===== src/rtl/wave_display_pkg.sv =====
// Shared constants and helpers for the waveform display pipeline.
package wave_display_pkg;

  localparam int SAMPLE_W = 8;
  localparam int ADDR_W   = 9;
  localparam int PIPE_LAT = 2;

  localparam logic [10:0] X_WIN_LO = 11'd256;
  localparam logic [10:0] X_WIN_HI = 11'd767;
  localparam logic [9:0]  Y_WIN_HI = 10'd511;

  typedef logic [SAMPLE_W-1:0] sample_t;
  typedef logic [ADDR_W-1:0]   addr_t;

  function automatic logic in_window(input logic v, input logic [10:0] px, input logic [9:0] py);
    return v && (px >= X_WIN_LO) && (px <= X_WIN_HI) && (py <= Y_WIN_HI);
  endfunction

  // Column is counted from the window's left edge, two pixels per sample.
  function automatic sample_t col_of(input logic [10:0] px);
    return sample_t'((px - X_WIN_LO) >> 1);
  endfunction

endpackage


===== src/rtl/wave_seg_compare.sv =====
// Lights a pixel row when it lies between two consecutive samples (inclusive).
module wave_seg_compare
  import wave_display_pkg::*;
(
  input  logic [SAMPLE_W-1:0] i_prev,
  input  logic [SAMPLE_W-1:0] i_cur,
  input  logic [SAMPLE_W-1:0] i_ty,
  output logic                o_lit
);

  logic [SAMPLE_W-1:0] w_lo;
  logic [SAMPLE_W-1:0] w_hi;

  // Order the two samples, then range-check the row.
  always_comb begin
    w_lo  = (i_prev <= i_cur) ? i_prev : i_cur;
    w_hi  = (i_prev <= i_cur) ? i_cur  : i_prev;
    o_lit = (i_ty >= w_lo) && (i_ty <= w_hi);
  end

endmodule


===== src/rtl/wave_display.sv =====
// Draws a continuous waveform trace from the sample RAM into the VGA pixel stream.
module wave_display
  import wave_display_pkg::*;
#(
  parameter logic [23:0] TRACE_RGB = 24'h00FF00,
  parameter logic [23:0] BG_RGB    = 24'h000000
)(
  input  logic              clk,
  input  logic              reset,
  input  logic [10:0]       x,
  input  logic [9:0]        y,
  input  logic              valid,
  input  logic              read_index,
  input  logic [7:0]        read_value,
  output logic [8:0]        read_address,
  output logic              valid_pixel,
  output logic [7:0]        r,
  output logic [7:0]        g,
  output logic [7:0]        b,
  output logic              wave_display_idle
);

  addr_t   r_read_address;
  logic    r_in_win_s1;
  sample_t r_ty_s1;
  logic    r_first_s1;
  logic    r_hist_ok;
  addr_t   r_last_addr;
  sample_t r_prev;
  sample_t r_cur;
  logic    r_valid_pixel;
  logic [23:0] r_rgb;
  logic    r_idle;

  logic    w_first;
  logic    w_load;
  sample_t w_prev_nxt;
  sample_t w_cur_nxt;
  logic    w_seg_lit;
  logic    w_lit;

  // Until the first window column after reset, every load behaves like a first column.
  always_comb begin
    w_first    = r_first_s1 | ~r_hist_ok;
    w_load     = (r_read_address != r_last_addr) | w_first;
    w_cur_nxt  = w_load  ? read_value : r_cur;
    w_prev_nxt = w_first ? read_value : (w_load ? r_cur : r_prev);
    w_lit      = r_in_win_s1 & w_seg_lit;
  end

  wave_seg_compare u_seg (
    .i_prev (w_prev_nxt),
    .i_cur  (w_cur_nxt),
    .i_ty   (r_ty_s1),
    .o_lit  (w_seg_lit)
  );

  // Stage 1: address the RAM and carry the pixel context alongside it.
  always_ff @(posedge clk or negedge reset) begin
    if (!reset) begin
      r_read_address <= 9'd0;
      r_in_win_s1    <= 1'b0;
      r_ty_s1        <= 8'd0;
      r_first_s1     <= 1'b0;
      r_idle         <= 1'b1;
    end else begin
      r_read_address <= {read_index, col_of(x)};
      r_in_win_s1    <= in_window(valid, x, y);
      r_ty_s1        <= y[8:1];
      r_first_s1     <= (col_of(x) == 8'd0);
      r_idle         <= !(valid && (y <= Y_WIN_HI));
    end
  end

  // Stage 2: sample history plus the registered pixel colour.
  always_ff @(posedge clk or negedge reset) begin
    if (!reset) begin
      r_hist_ok     <= 1'b0;
      r_last_addr   <= 9'd0;
      r_prev        <= 8'd0;
      r_cur         <= 8'd0;
      r_valid_pixel <= 1'b0;
      r_rgb         <= 24'h000000;
    end else begin
      r_hist_ok     <= r_hist_ok | r_in_win_s1;
      r_last_addr   <= r_read_address;
      r_prev        <= w_prev_nxt;
      r_cur         <= w_cur_nxt;
      r_valid_pixel <= r_in_win_s1;
      r_rgb         <= w_lit ? TRACE_RGB : (r_in_win_s1 ? BG_RGB : 24'h000000);
    end
  end

  assign read_address      = r_read_address;
  assign valid_pixel       = r_valid_pixel;
  assign r                 = r_rgb[23:16];
  assign g                 = r_rgb[15:8];
  assign b                 = r_rgb[7:0];
  assign wave_display_idle = r_idle;

endmodule


===== config.mk =====
export PLATFORM = sky130hd
export DESIGN_NAME = wave_display
export DESIGN_NICKNAME = d
export VERILOG_FILES = /design/src/rtl/wave_display_pkg.sv /design/src/rtl/wave_seg_compare.sv /design/src/rtl/wave_display.sv
export SDC_FILE = /design/constraint.sdc
export NUM_CORES = 1
export LEC_CHECK = 0
export BUFFER_PORTS_ARGS = -buffer_cell sky130_fd_sc_hd__buf_4
export CORE_AREA = 2 2 80 82
export CTS_CLUSTER_DIAMETER = 200
export DETAILED_ROUTE_END_ITERATION = 8
export DIE_AREA = 0 0 82 84
export PLACE_DENSITY_LB_ADDON = 0.1
export SLEW_MARGIN = 20
export SYNTH_ARGS = -nofsm -noshare
export SYNTH_HDL_FRONTEND = slang
export SYNTH_HIERARCHICAL = 1
export SYNTH_SLANG_ARGS = --single-unit

===== constraint.sdc =====
create_clock -name clk -period 4.1 [get_ports clk]
set_clock_uncertainty 0.1 [all_clocks]
set_input_delay 0.615 -clock clk [delete_from_list [all_inputs] [get_ports clk]]
set_output_delay 0.615 -clock clk [all_outputs]
set_load 0.01 [all_outputs]

Word-level counts from Yosys, hierarchy flattened
Index checks and enable logic that the tools add are counted.
- register bits: 71
- output and inout port bits: 35
- word-level logic and storage cells: 37
- $add $sub $neg: 1
- order comparisons: 6
- equal/unequal tests: 1
- mux-type cells: 6
- bitwise logic cells: 5
- reduce and logical (&&, ||, !) cells: 7
- operator list (operator ; number):
    8-bit 2-to-1 mux ; 5
    8-bit less-or-equal comparator ; 2
    16-bit 2-to-1 mux ; 1
    11-bit by 9-bit greater-or-equal comparator with 1-bit output, second input constant ; 1
    11-bit by 10-bit less-or-equal comparator with 1-bit output, second input constant ; 1
    10-bit by 9-bit less-or-equal comparator with 1-bit output, second input constant ; 1
    9-bit != test ; 1
    9-bit subtractor, second input constant ; 1
    8-bit greater-or-equal comparator ; 1
    8-bit zero test ; 1
    1-bit logical AND ; 5
    1-bit bitwise OR ; 3
    1-bit bitwise AND ; 1
    1-bit zero test ; 1
    1-bit inverter ; 1

Longest topological paths before layout
Gate-level depths: netlist (run 1).
- word-level depth: 11
- gate-level depth with buffers: 21

Cells and area by module
The synthesis (run 1) kept the hierarchy.
- modules (own cells, without submodules) (module ; instances ; cells an instance ; area each (µm²)):
    wave_display ; 1 ; 143 ; 1893.1
    wave_seg_compare ; 1 ; 122 ; 967.2

Worst setup path after synthesis (run 1)
Ideal clock, no wire load.
- path kind: reg-to-reg
- start: register r_hist_ok
- end: register r_rgb[14]
- setup time: 0.119 ns
- arrival time: 3.880 ns
- data required time: 3.881 ns
- path slack: 0.001 ns
- stages on the path, launching flop included: 22
- buffers on the path: 3
- period minus slack after synthesis: 4.099 ns
- cells stage by stage: dfrtp_1 nor2b_2 buf_4 and4_1 buf_6 nand3_4 mux2_2 inv_1 ha_1 and4_4 and2_0 a311o_2 buf_6 o22ai_1 a21oi_1 ha_1 nand2b_1 a21o_1 a211oi_1 or3_1 a21oi_1 and2_1
- elaborated cells between the ends (all ways): 14
- RTL lines (element ; RTL line ; RTL):
    from (decl) ; wave_display.sv:27 ; logic r_hist_ok;
    from (signal assigned) ; wave_display.sv:85 ; r_hist_ok <= r_hist_ok | r_in_win_s1;
    1-bit inverter (*) ; wave_display.sv:44 ; w_first = r_first_s1 | ~r_hist_ok;
    1-bit bitwise OR (*) ; wave_display.sv:44 ;
    1-bit bitwise OR (*) ; wave_display.sv:45 ; w_load = (r_read_address != r_last_addr) | w_first;
    8-bit 2-to-1 mux (*) ; wave_display.sv:46 ; w_cur_nxt = w_load ? read_value : r_cur;
    named net w_cur_nxt[5] ; wave_display.sv:38 ; sample_t w_cur_nxt;
    8-bit less-or-equal comparator ; wave_seg_compare.sv:16, wave_seg_compare.sv:17 ;
    8-bit 2-to-1 mux (on tied branches) ; wave_seg_compare.sv:16, wave_seg_compare.sv:17 ;
    8-bit greater-or-equal comparator / 8-bit less-or-equal comparator (equally long branches) ; wave_seg_compare.sv:18 ; o_lit = (i_ty >= w_lo) && (i_ty <= w_hi);
    1-bit logical AND (*) ; wave_seg_compare.sv:18 ;
    named net w_seg_lit ; wave_display.sv:39 ; logic w_seg_lit;
    1-bit bitwise AND (*) ; wave_display.sv:48 ; w_lit = r_in_win_s1 & w_seg_lit;
    named net w_lit ; wave_display.sv:40 ; logic w_lit;
    16-bit 2-to-1 mux (*) ; wave_display.sv:90 ; r_rgb <= w_lit ? TRACE_RGB : (r_in_win_s1 ? BG_RGB : 24'h000000);
    to (signal assigned) ; wave_display.sv:90 ;
    to (decl) ; wave_display.sv:32 ; logic [23:0] r_rgb;
Mark *: on every way through the listed nets, which the timed path passes. The rest lies on a longest branch.

Worst setup path after layout (run 1)
- start: register r_read_address[7], in the netlist read_address[7]
- end: register r_rgb[14]
- elaborated cells between the ends (all ways): 13
- RTL lines (element ; RTL line ; RTL):
    from (decl) ; wave_display.sv:23 ; addr_t r_read_address;
    from (signal assigned) ; wave_display.sv:67 ; r_read_address <= {read_index, col_of(x)};
    9-bit != test (*) ; wave_display.sv:45 ;
    1-bit bitwise OR (*) ; wave_display.sv:45 ;
    8-bit 2-to-1 mux (*) ; wave_display.sv:46 ;
    named net w_cur_nxt[0] ; wave_display.sv:38 ;
    8-bit less-or-equal comparator ; wave_seg_compare.sv:16, wave_seg_compare.sv:17 ;
    8-bit 2-to-1 mux (on tied branches) ; wave_seg_compare.sv:16, wave_seg_compare.sv:17 ;
    8-bit greater-or-equal comparator / 8-bit less-or-equal comparator (equally long branches) ; wave_seg_compare.sv:18 ;
    1-bit logical AND (*) ; wave_seg_compare.sv:18 ;
    named net w_seg_lit ; wave_display.sv:39 ;
    1-bit bitwise AND (*) ; wave_display.sv:48 ;
    named net w_lit ; wave_display.sv:40 ;
    16-bit 2-to-1 mux (*) ; wave_display.sv:90 ;
Marked as above.

==> results of run 1 <==
how the worst max path moves through the flow:
stage | startpoint | end | slack, ns | cells past startpoint
4_1_cts | r_last_addr[4] | r_rgb[14] | 0.02 | 18
3_3_place_gp | read_address[7] | r_rgb[14] | -0.06 | 18
6_report | read_address[7] | r_rgb[14] | 0.004 | 19
3_5_place_dp | read_address[4] | r_rgb[14] | -0.11 | 18
5_1_grt | read_address[7] | r_rgb[14] | -0.15 | 18
2_1_floorplan | r_hist_ok | r_rgb[14] | 0.0009 | 21
cell type report:
class / instances / area, um2
timing repair buffer: 98 / 768
clock buffer: 7 / 86.3
sequential: 48 / 1200
clock inverter: 1 / 8.76
tap: 77 / 96.3
inverter: 10 / 40.0
fill: 496 / 2210
multi-input combinational: 189 / 1680
registers in the layout (all words and copies together), names as in the netlist:
signal / count
r_last_addr: 9
r_cur: 8
r_first_s1: 1
read_address: 9
r_rgb: 1
r_prev: 8
wave_display_idle: 1
r_ty_s1: 8
r_in_win_s1: 1
valid_pixel: 1
r_hist_ok: 1
stage by stage:
step,TNS [ns],instance area [um2]
3_5_place_dp,-0.113,3480
3_3_place_gp,-0.0645,3480
6_report,0,3880
2_1_floorplan,0,2920
5_1_grt,-0.153,3880
4_1_cts,0,3630
metal layers:
metal	vias up	routed length [um]	GRT usage
met4	0	84	0.0515
met1	1083	2990	0.273
met3	8	221	0.0411
met5	-	0	0
li1	1136	-	-
met2	54	2940	0.280
cells by family after synthesis:
logic type / Yosys count / synth area share
AOI/OAI and AO/OA: 86 / 0.215
buffers and inverters: 43 / 0.0984
DFF: 48 / 0.420
other: 1 / 0.00131
muxes: 8 / 0.0315
adders and majority gates: 24 / 0.105
xor gates and xnor gates: 10 / 0.0306
and+or+nand+nor: 45 / 0.0976
cell usage in the layout (no fill, tap or decap), drive strengths merged, types with 2 or more instances in the layout:
cell    netlist  layout
ha           24      24
o22a         15      15
nand2         4       4
a21o         10      10
dfrtp        47      47
o31ai         8       8
xnor2        10      10
nand4        15      15
conb          1      16
a21oi        11      11
inv          10      10
o22ai        18      18
clkbuf        3       7
a31oi         8       8
o21ai        12      12
buf          30      98
nor2b         2       2
nor2         10      10
and2          3       3
and4          3       3
nand2b        2       2
mux2          8       8
timing repair:
item | 4_1_cts | 5_1_grt
setup endpoints to repair | 1 | 1
cloned | 0 | 0
buffers inserted | 0 | 6
pin swaps | 1 | 19
gates resized for setup | 12 | 43
hold endpoints to repair | 0 | 0
power breakdown:
part | leakage [nW] | internal [mW] | switching, mW
combinational | 1.20 | 0.253 | 0.239
sequential | 0.564 | 0.501 | 0.0167
clock | 0.0484 | 0.138 | 0.153
total | 1.81 | 0.892 | 0.409
worst reg2reg max path, delay by kind of cell (launching register included):
family	cells	cell delay, ns
fa+ha+maj	2	0.57
compound gates	8	1.22
simple gates	4	0.71
buf+inv	3	0.43
xor+xnor	1	0.22
flops	1	0.42
mux	1	0.28
==> results.py, run 1 <==
metrics = {
    "status": {
        "status": "finished clean",
    },
    "critical_path": {
        "start_kind": "flop",
        "r2r_cells": 19,
        "slowest_stage": "dfrtp_1",
        "critPathKind": "flop to flop",
        "critPathBufInv": 3,
        "path_cells": "xnor2_2 -> and4_4 -> nand3_4 -> buf_6 -> buf_4 -> mux2_2 -> ha_1 -> nand4_4 -> o21ai_0 -> o21bai_4 -> buf_6 -> o22a_1 -> o21ai_2 -> ha_1 -> a21o_1 -> a21o_1 -> a21oi_2 -> a21oi_2 -> and2_1",
        "timing.rr.end": "r_rgb[14]",
        "cp_max_fo": 8,
        "cp-end-kind": "flop",
        "crit_family": "compound AO/OA/AOI/OAI gates",
        "slowest_delay_ns": 0.42,
        "r2r_slack_ns": 0.004,
        "rr_startpoint": "read_address[7]",
        "critical_path_arrival_ns": 4.18,
        "required_ns": 4.19,
    },
    "hold_path": {
        "hp-class": "input port to async pin",
    },
    "timing": {
        "period_share": 0.999,
        "fin_crit_ns": 4.10,
        "slew_violations": 0,
        "timing.slew.headroom": 0.595,
        "tightest_slew_ns": 0.608,
        "finalWorstSetupSlack_ns": 0.00399,
        "hold_violations": 0,
        "setup_viol": 0,
        "grt_setup_unrepaired": "true",
        "fmax_mhz": 244,
        "holdWs_ns": 0.223,
    },
    "placement": {
        "pre_cts_ws_ns": -0.113,
        "dp_hpwl_mm": 4.56,
        "post-place-cells": 416,
        "port_buffers": 49,
        "place_congestion": 0.847,
    },
    "detailed_routing": {
        "viasPerCell": 5.30,
        "drc": 0,
        "ant_nets": 0,
        "vias": 2281,
        "drt-wirelength-per-cell_um": 14.5,
        "wirelength_mm": 6.24,
        "drtIter0Drc": 61,
        "first_pass_iters": 4,
    },
    "floorplan": {
        "core.rowCount": 29,
        "die_area_mm2": 0.00689,
        "ios": 68,
        "core_mm2": 0.00610,
        "start_util": 0.469,
        "die_x_um": 82,
        "die_h_um": 84,
    },
    "synthesis": {
        "yosys.area.top_type": "dfrtp_1",
        "yosysSeqAreaShare": 0.420,
        "ys_warn_count": 6,
        "async_flop_share": 1.00,
        "synth_cell_type_count": 43,
        "syn-instance-count": 265,
        "synth_common_cells": "47 x dfrtp_1, 25 x buf_4, 24 x ha_1, 15 x o22ai_1, 14 x nand4_1",
        "synth-edff-count": 0,
        "synth_top_cell_area_share": 0.411,
        "synth.most_common_cell": "dfrtp_1",
        "ys.flop_type": "dfrtp_1",
        "yosys_register_bits": 48,
        "synth_area_leaders": "dfrtp_1 41%, ha_1 10%, buf_4 6.6%, o22ai_1 3.3%, mux2_2 3.1%",
        "syn_area_mm2": 0.00286,
        "synth.avg_cell_area_um2": 10.8,
    },
    "clock_tree": {
        "ctsRootBufferMaster": "clkbuf_8",
        "clkTransAtPathRegs_ns": 0.09,
        "clock_sinks": 48,
        "tritoncts": "done",
        "htreeDepth": 2,
        "cts_buffer_depth": 2,
        "cts_buffers": 5,
        "clk_latency_ns": 0.29,
        "ctsHoldBuffers": 0,
    },
    "pwr": {
        "power_density_mw_per_mm2": 335,
        "power.total_mw": 1.30,
        "cellLeakagePower_nw": 1.81,
        "ir_worst_vdd_mv": 0.168,
    },
    "global_route": {
        "antenna_found_initial": 0,
        "grt_pass1_vias": 2162,
        "track_usage": 0.188,
        "overflow": 0,
        "grt_max_degree": 49,
        "grt_pass1_wl_mm": 10.1,
    },
    "cells_and_area": {
        "diodes": 0,
        "fin_cells": 430,
        "nets": 409,
        "drive_gt1_frac": 0.476,
        "final_core_util": 0.637,
        "syn_to_final_growth_pct": 35.7,
    },
    "run": {
        "cap_violations": 0,
    },
}
No activity file was read; power rests on OpenSTA's default activity.
==> run 2, diff against run 1 <==
RECOVER_POWER = 50   (was default)
==> run 2 against run 1 <==
The flow now finishes with violations (capacitance limit, slew limit, setup timing). Sequential power is essentially flat. Non-clock buffer count unchanged. Combinational power is 0.8% lower. Sequential share of layout area is 0.12 points higher. Global-route usage unchanged. Critical endpoint unchanged. Largest cell class unchanged.
==> results.py, run 2 (synthesized netlist as in run 1, its figures left out) <==
metrics = {
    "floorplan": {
        "core.rowCount": 29,
        "die_x_um": 82,
        "core_mm2": 0.00610,
        "die_area_mm2": 0.00689,
        "ios": 68,
        "start_util": 0.469,
        "die_h_um": 84,
    },
    "detailed_routing": {
        "vias": 2280,
        "first_pass_iters": 4,
        "drc": 0,
        "drtIter0Drc": 80,
        "ant_nets": 0,
        "drt-wirelength-per-cell_um": 14.4,
        "viasPerCell": 5.30,
        "wirelength_mm": 6.20,
    },
    "cells_and_area": {
        "final_core_util": 0.634,
        "drive_gt1_frac": 0.465,
        "nets": 409,
        "diodes": 0,
        "final_cell_mix": "69 x buf_4, 47 x dfrtp_1, 21 x clkbuf_4",
        "syn_to_final_growth_pct": 35.2,
        "mostFrequentLayoutCell": "buf_4",
        "final_area_mm2": 0.00387,
    },
    "status": {
        "violations": "capacitance limit, slew limit, setup timing",
        "status": "finished, violations left",
    },
    "critical_path": {
        "r2r_cells": 19,
        "r2r_slack_ns": -0.005,
        "cp-end-kind": "flop",
        "required_ns": 4.19,
        "worstSetupStartpoint": "read_address[7]",
        "cp_max_fo": 8,
        "critPathKind": "flop to flop",
        "timing.rr.end": "r_rgb[14]",
        "start_kind": "flop",
        "crit_end": "r_rgb[14]",
        "critical_path_arrival_ns": 4.19,
        "rr_startpoint": "read_address[7]",
    },
    "pwr": {
        "cellLeakagePower_nw": 1.79,
        "ir_worst_vdd_mv": 0.167,
        "power_density_mw_per_mm2": 335,
    },
    "clock_tree": {
        "cts_buffers": 5,
        "ctsHoldBuffers": 0,
        "clk_latency_ns": 0.29,
        "htreeDepth": 2,
        "clock_sinks": 48,
        "clkTransAtPathRegs_ns": 0.09,
        "ctsRootBufferMaster": "clkbuf_8",
        "cts_buffer_depth": 2,
        "tritoncts": "done",
    },
    "global_route": {
        "grt_pass1_wl_mm": 10.1,
        "overflow": 0,
        "grt_pass1_vias": 2162,
        "antenna_found_initial": 0,
        "track_usage": 0.188,
        "grt_max_degree": 49,
    },
    "placement": {
        "place_congestion": 0.847,
        "pre_cts_ws_ns": -0.113,
        "dp_hpwl_mm": 4.56,
        "port_buffers": 49,
        "dpl_cell_area_mm2": 0.00348,
    },
    "timing": {
        "tns_ns": -0.00456,
        "fin_crit_ns": 4.10,
        "timing.slew.headroom": -0.651,
        "setup_viol": 1,
        "fmax_mhz": 244,
        "grt_setup_unrepaired": "true",
        "slew_violations": 49,
        "tightest_slew_ns": 2.48,
        "period_share": 1.00,
        "finalWorstSetupSlack_ns": -0.00456,
        "hold_violations": 0,
    },
    "hold_path": {
        "hp-class": "flop to flop",
    },
    "run": {
        "cap_violations": 1,
    },
}
-- run 2: layout make-up --
type / instances / area [um2]
flip-flops and latches: 48 / 1200
clock inverters: 1 / 8.76
fillers: 501 / 2230
well taps: 77 / 96.3
multi-input cells: 189 / 1680
clock buffers: 7 / 86.3
inverters: 10 / 40.0
repair buffers: 98 / 753
-- run 2: critical path, stage by stage (launching register included) --
cell      delay [ns]
dfrtp_1         0.42
xnor2_2         0.22
and4_4          0.29
nand3_4         0.15
buf_6           0.16
buf_4           0.12
mux2_2          0.28
ha_1            0.31
nand4_4         0.13
o21ai_0         0.09
o21bai_4        0.22
buf_6           0.15
o22a_1          0.19
o21ai_2         0.13
ha_1            0.26
a21o_1          0.17
a21o_1          0.19
a21oi_2         0.16
a21oi_2         0.08
and2_1          0.14
-- run 2: what timing repair did --
item	4_1_cts	5_1_grt
pin swaps	1	19
setup buffers	0	6
setup endpoints to repair	1	1
resized for setup	12	43
-- run 2: worst min path at each step --
stage | from | end | slack, ns | depth (start not counted)
2_1_floorplan | reset | r_cur[0] | 0.22 | 0
3_5_place_dp | r_in_win_s1 | valid_pixel | 0.27 | 0
6_report | r_in_win_s1 | valid_pixel | 0.30 | 0
4_1_cts | reset | read_address[4] | 0.24 | 1
5_1_grt | r_in_win_s1 | valid_pixel | 0.32 | 0
3_3_place_gp | r_in_win_s1 | valid_pixel | 0.27 | 0
-- run 2: metrics by stage --
stage                     hold slack [ns]  instances  total power [mW]
final                               0.296        430              1.30
after global routing                0.319        430              1.38
after CTS                           0.244        424              1.25
after detailed placement            0.272        416             0.945
after global placement              0.272        416             0.935
after floorplan                     0.219        280             0.798
-- run 2: where the power goes --
| part | leakage, nW | switching, mW | total [mW] | internal [mW] |
|---|---|---|---|---|
| logic | 1.18 | 0.238 | 0.488 | 0.250 |
| registers | 0.564 | 0.0165 | 0.518 | 0.501 |
| clock network | 0.0484 | 0.153 | 0.291 | 0.138 |
| total | 1.79 | 0.407 | 1.30 | 0.889 |
-- run 2: routing by layer --
metal  part of all wire  vias up  GRT usage  wire [um]
met5                  0        -          0          0
met4              0.014        0     0.0515         84
met3              0.041        8     0.0411        252
met2               0.48       55      0.280       2960
met1               0.47     1079      0.273       2900
li1                   -     1138          -          -
==> run 3, diff against run 2 <==
CORE_AREA = 2 2 79 81   (was 2 2 80 82)
DIE_AREA = 0 0 81 83   (was 0 0 82 84)
PLACE_DENSITY = 0.74   (was default)
PLACE_DENSITY_LB_ADDON = default   (was 0.1)
SYNTH_HIERARCHICAL = default   (was 1)
==> run 3 against run 2 <==
Critical path type unchanged. Register-to-register slack worse by 0.36 ns. Synthesized cell count is 9.1% lower. Largest power group unchanged. Highest routed layer unchanged. Worst hold slack better by 0.037 ns. Count of clock-buffer cells in the layout is 2 lower. Clock power is 43% higher. The run still ends with capacitance limit, slew limit, setup timing left.
==> results.py, run 3 <==
metrics = {
    "status": {
        "status": "finished, violations left",
        "violations": "capacitance limit, slew limit, setup timing",
    },
    "synthesis": {
        "synth_top_cell_area_share": 0.430,
        "yosys.area.top_type": "dfrtp_1",
        "ys.flop_type": "dfrtp_1",
        "ys_warn_count": 0,
        "yosysSeqAreaShare": 0.440,
        "syn-instance-count": 241,
        "synth-edff-count": 0,
        "synth.avg_cell_area_um2": 11.3,
        "synth_cell_type_count": 47,
        "syn_area_mm2": 0.00274,
        "synth_common_cells": "47 x dfrtp_1, 24 x ha_1, 23 x buf_4, 16 x nand3b_1, 14 x o221ai_1",
        "synth.most_common_cell": "dfrtp_1",
        "yosys_register_bits": 48,
        "synth_area_leaders": "dfrtp_1 43%, ha_1 11%, buf_4 6.3%, mux2i_1 4.8%, o221ai_1 4.5%",
        "async_flop_share": 1.00,
    },
    "global_route": {
        "track_usage": 0.179,
        "grt_pass1_vias": 2132,
        "antenna_found_initial": 0,
        "grt_max_degree": 49,
        "overflow": 0,
        "grt_pass1_wl_mm": 9.57,
    },
    "cells_and_area": {
        "fin_cells": 398,
        "syn_to_final_growth_pct": 33.1,
        "final_cell_mix": "57 x buf_4, 47 x dfrtp_1, 24 x clkbuf_4",
        "drive_gt1_frac": 0.384,
        "multi_input_area_mm2": 0.00148,
        "final_core_util": 0.626,
        "mostFrequentLayoutCell": "buf_4",
        "nets": 379,
        "fillers": 486,
        "final_area_mm2": 0.00364,
        "diodes": 0,
        "register_area_mm2": 0.00120,
    },
    "placement": {
        "place_congestion": 0.773,
        "dp_hpwl_mm": 4.41,
        "port_buffers": 49,
        "dpl_cell_area_mm2": 0.00334,
        "post-place-cells": 384,
    },
    "critical_path": {
        "cp_max_fo": 6,
        "critical_path_arrival_ns": 4.56,
        "path_cells": "xor2_2 -> nor4_4 -> nand4_4 -> buf_12 -> mux2i_1 -> o21ai_1 -> ha_1 -> o21ai_1 -> nor2_2 -> nor4bb_4 -> or3_4 -> a21boi_4 -> o221a_1 -> ha_1 -> nand2b_1 -> a21o_1 -> a21o_1 -> a21oi_2 -> o21ai_1 -> o2111a_1",
        "slowest_delay_ns": 0.41,
        "slowest_stage": "or3_4",
        "crit_path_frequent_cell": "o21ai_1",
        "required_ns": 4.20,
        "start_kind": "flop",
        "r2r_slack_ns": -0.36,
        "cp-end-kind": "flop",
        "critPathKind": "flop to flop",
    },
    "clock_tree": {
        "cts_buffer_depth": 2,
        "clk_latency_ns": 0.30,
        "tritoncts": "done",
        "clock_sinks": 48,
        "htreeDepth": 2,
        "cts_buffers": 5,
        "ctsRootBufferMaster": "clkbuf_8",
        "clkTransAtPathRegs_ns": 0.10,
    },
    "detailed_routing": {
        "wirelength_mm": 5.94,
        "drc": 0,
        "first_pass_iters": 4,
        "drtIter0Drc": 85,
        "ant_nets": 0,
        "viasPerCell": 5.28,
        "vias": 2101,
        "drt-wirelength-per-cell_um": 14.9,
    },
    "hold_path": {
        "hp-class": "input port to flop",
    },
    "floorplan": {
        "ios": 68,
        "core.rowCount": 28,
        "start_util": 0.470,
        "core_mm2": 0.00582,
        "die_area_mm2": 0.00672,
        "die_x_um": 81,
        "die_h_um": 83,
    },
    "timing": {
        "period_share": 1.09,
        "slew_violations": 49,
        "setup_viol": 1,
        "grt_setup_unrepaired": "true",
        "fin_crit_ns": 4.46,
        "timing.slew.headroom": -0.682,
        "fmax_mhz": 224,
        "tightest_slew_ns": 2.52,
        "finalWorstSetupSlack_ns": -0.362,
        "hold_violations": 0,
    },
    "pwr": {
        "cellLeakagePower_nw": 1.77,
        "power_density_mw_per_mm2": 368,
        "ir_worst_vdd_mv": 0.241,
    },
    "run": {
        "cap_violations": 1,
    },
}
[run 3: cell count changes after synthesis, moves of 8 or more]
cell and change:
mux2i_1 +13, nand3b_1 +16, nand4_1 -11, o221ai_1 +14
o22a_1 -9, o22ai_1 -14, xnor2_1 -8, xor2_1 +8
[run 3: worst max-delay path: cells and delay by family (launching register included)]
kind                     cells  cell delay, ns
buffers and inverters        1            0.21
AND/OR/NAND/NOR              6            1.45
XOR/XNOR                     1            0.19
adder cells (fa/ha/maj)      2            0.60
multiplexers                 1            0.14
flip-flops                   1            0.40
AO/OA/AOI/OAI                9            1.27
[run 3: final timing paths]
path                                start           to  cells past startpoint
min in group asynchronous           reset     r_cur[3]                      1
hold / removal                       y[6]   r_ty_s1[5]                      1
max in group asynchronous           reset    r_hist_ok                      1
setup reg to reg           r_last_addr[1]    r_rgb[14]                     20
hold reg to reg               r_in_win_s1  valid_pixel                      0
setup / recovery           r_last_addr[1]    r_rgb[14]                     20
[run 3: metal layers]
metal / GRT usage / wire length [um] / vias to the layer above
met5: 0 / 0 / -
met4: 0.0277 / 19 / 0
met3: 0.0348 / 332 / 2
met2: 0.306 / 3060 / 62
met1: 0.237 / 2530 / 1033
li1: - / - / 1004
[run 3: where the power goes]
group          internal, mW  switching (mW)
sequential            0.501          0.0251
clock                 0.246           0.170
combinational         0.206           0.190
total                 0.953           0.386
[run 3: cells by family after synthesis]
family / after synthesis / synth area share
AO/OA/AOI/OAI: 49 / 0.132
multiplexers: 16 / 0.0599
XOR/XNOR: 10 / 0.0320
adder cells (fa/ha/maj): 24 / 0.110
buffers and inverters: 40 / 0.0878
flip-flops: 48 / 0.440
AND/OR/NAND/NOR: 53 / 0.138
other: 1 / 0.00137
[run 3: area by class of cell]
type,instances,area share
timing repair buffer,88,0.189
clock buffer,5,0.0189
clock inverter,3,0.0189
tap,75,0.0258
multi-input combinational,168,0.406
sequential,48,0.330
inverter,11,0.0113
[run 3: what timing repair did]
| action | 4_1_cts | 5_1_grt |
|---|---|---|
| hold endpoints to repair | 0 | 0 |
| setup buffers | 2 | 3 |
| endpoints found under the setup margin | 1 | 1 |
| gates resized for setup | 7 | 22 |
| pin swaps | 2 | 24 |
| cloned | 0 | 1 |
| hold buffers | 0 | 0 |
[run 3: metrics by stage]
step,setup slack [ns],hold slack [ns],total power [mW],setup TNS [ns]
floorplan,-0.216,0.219,0.750,-0.216
CTS,-0.351,0.237,1.32,-0.351
finish,-0.362,0.333,1.34,-0.362
global placement,-0.321,0.356,0.874,-0.321
detailed placement,-0.419,0.357,0.887,-0.419
global route,-0.570,0.320,1.42,-0.570
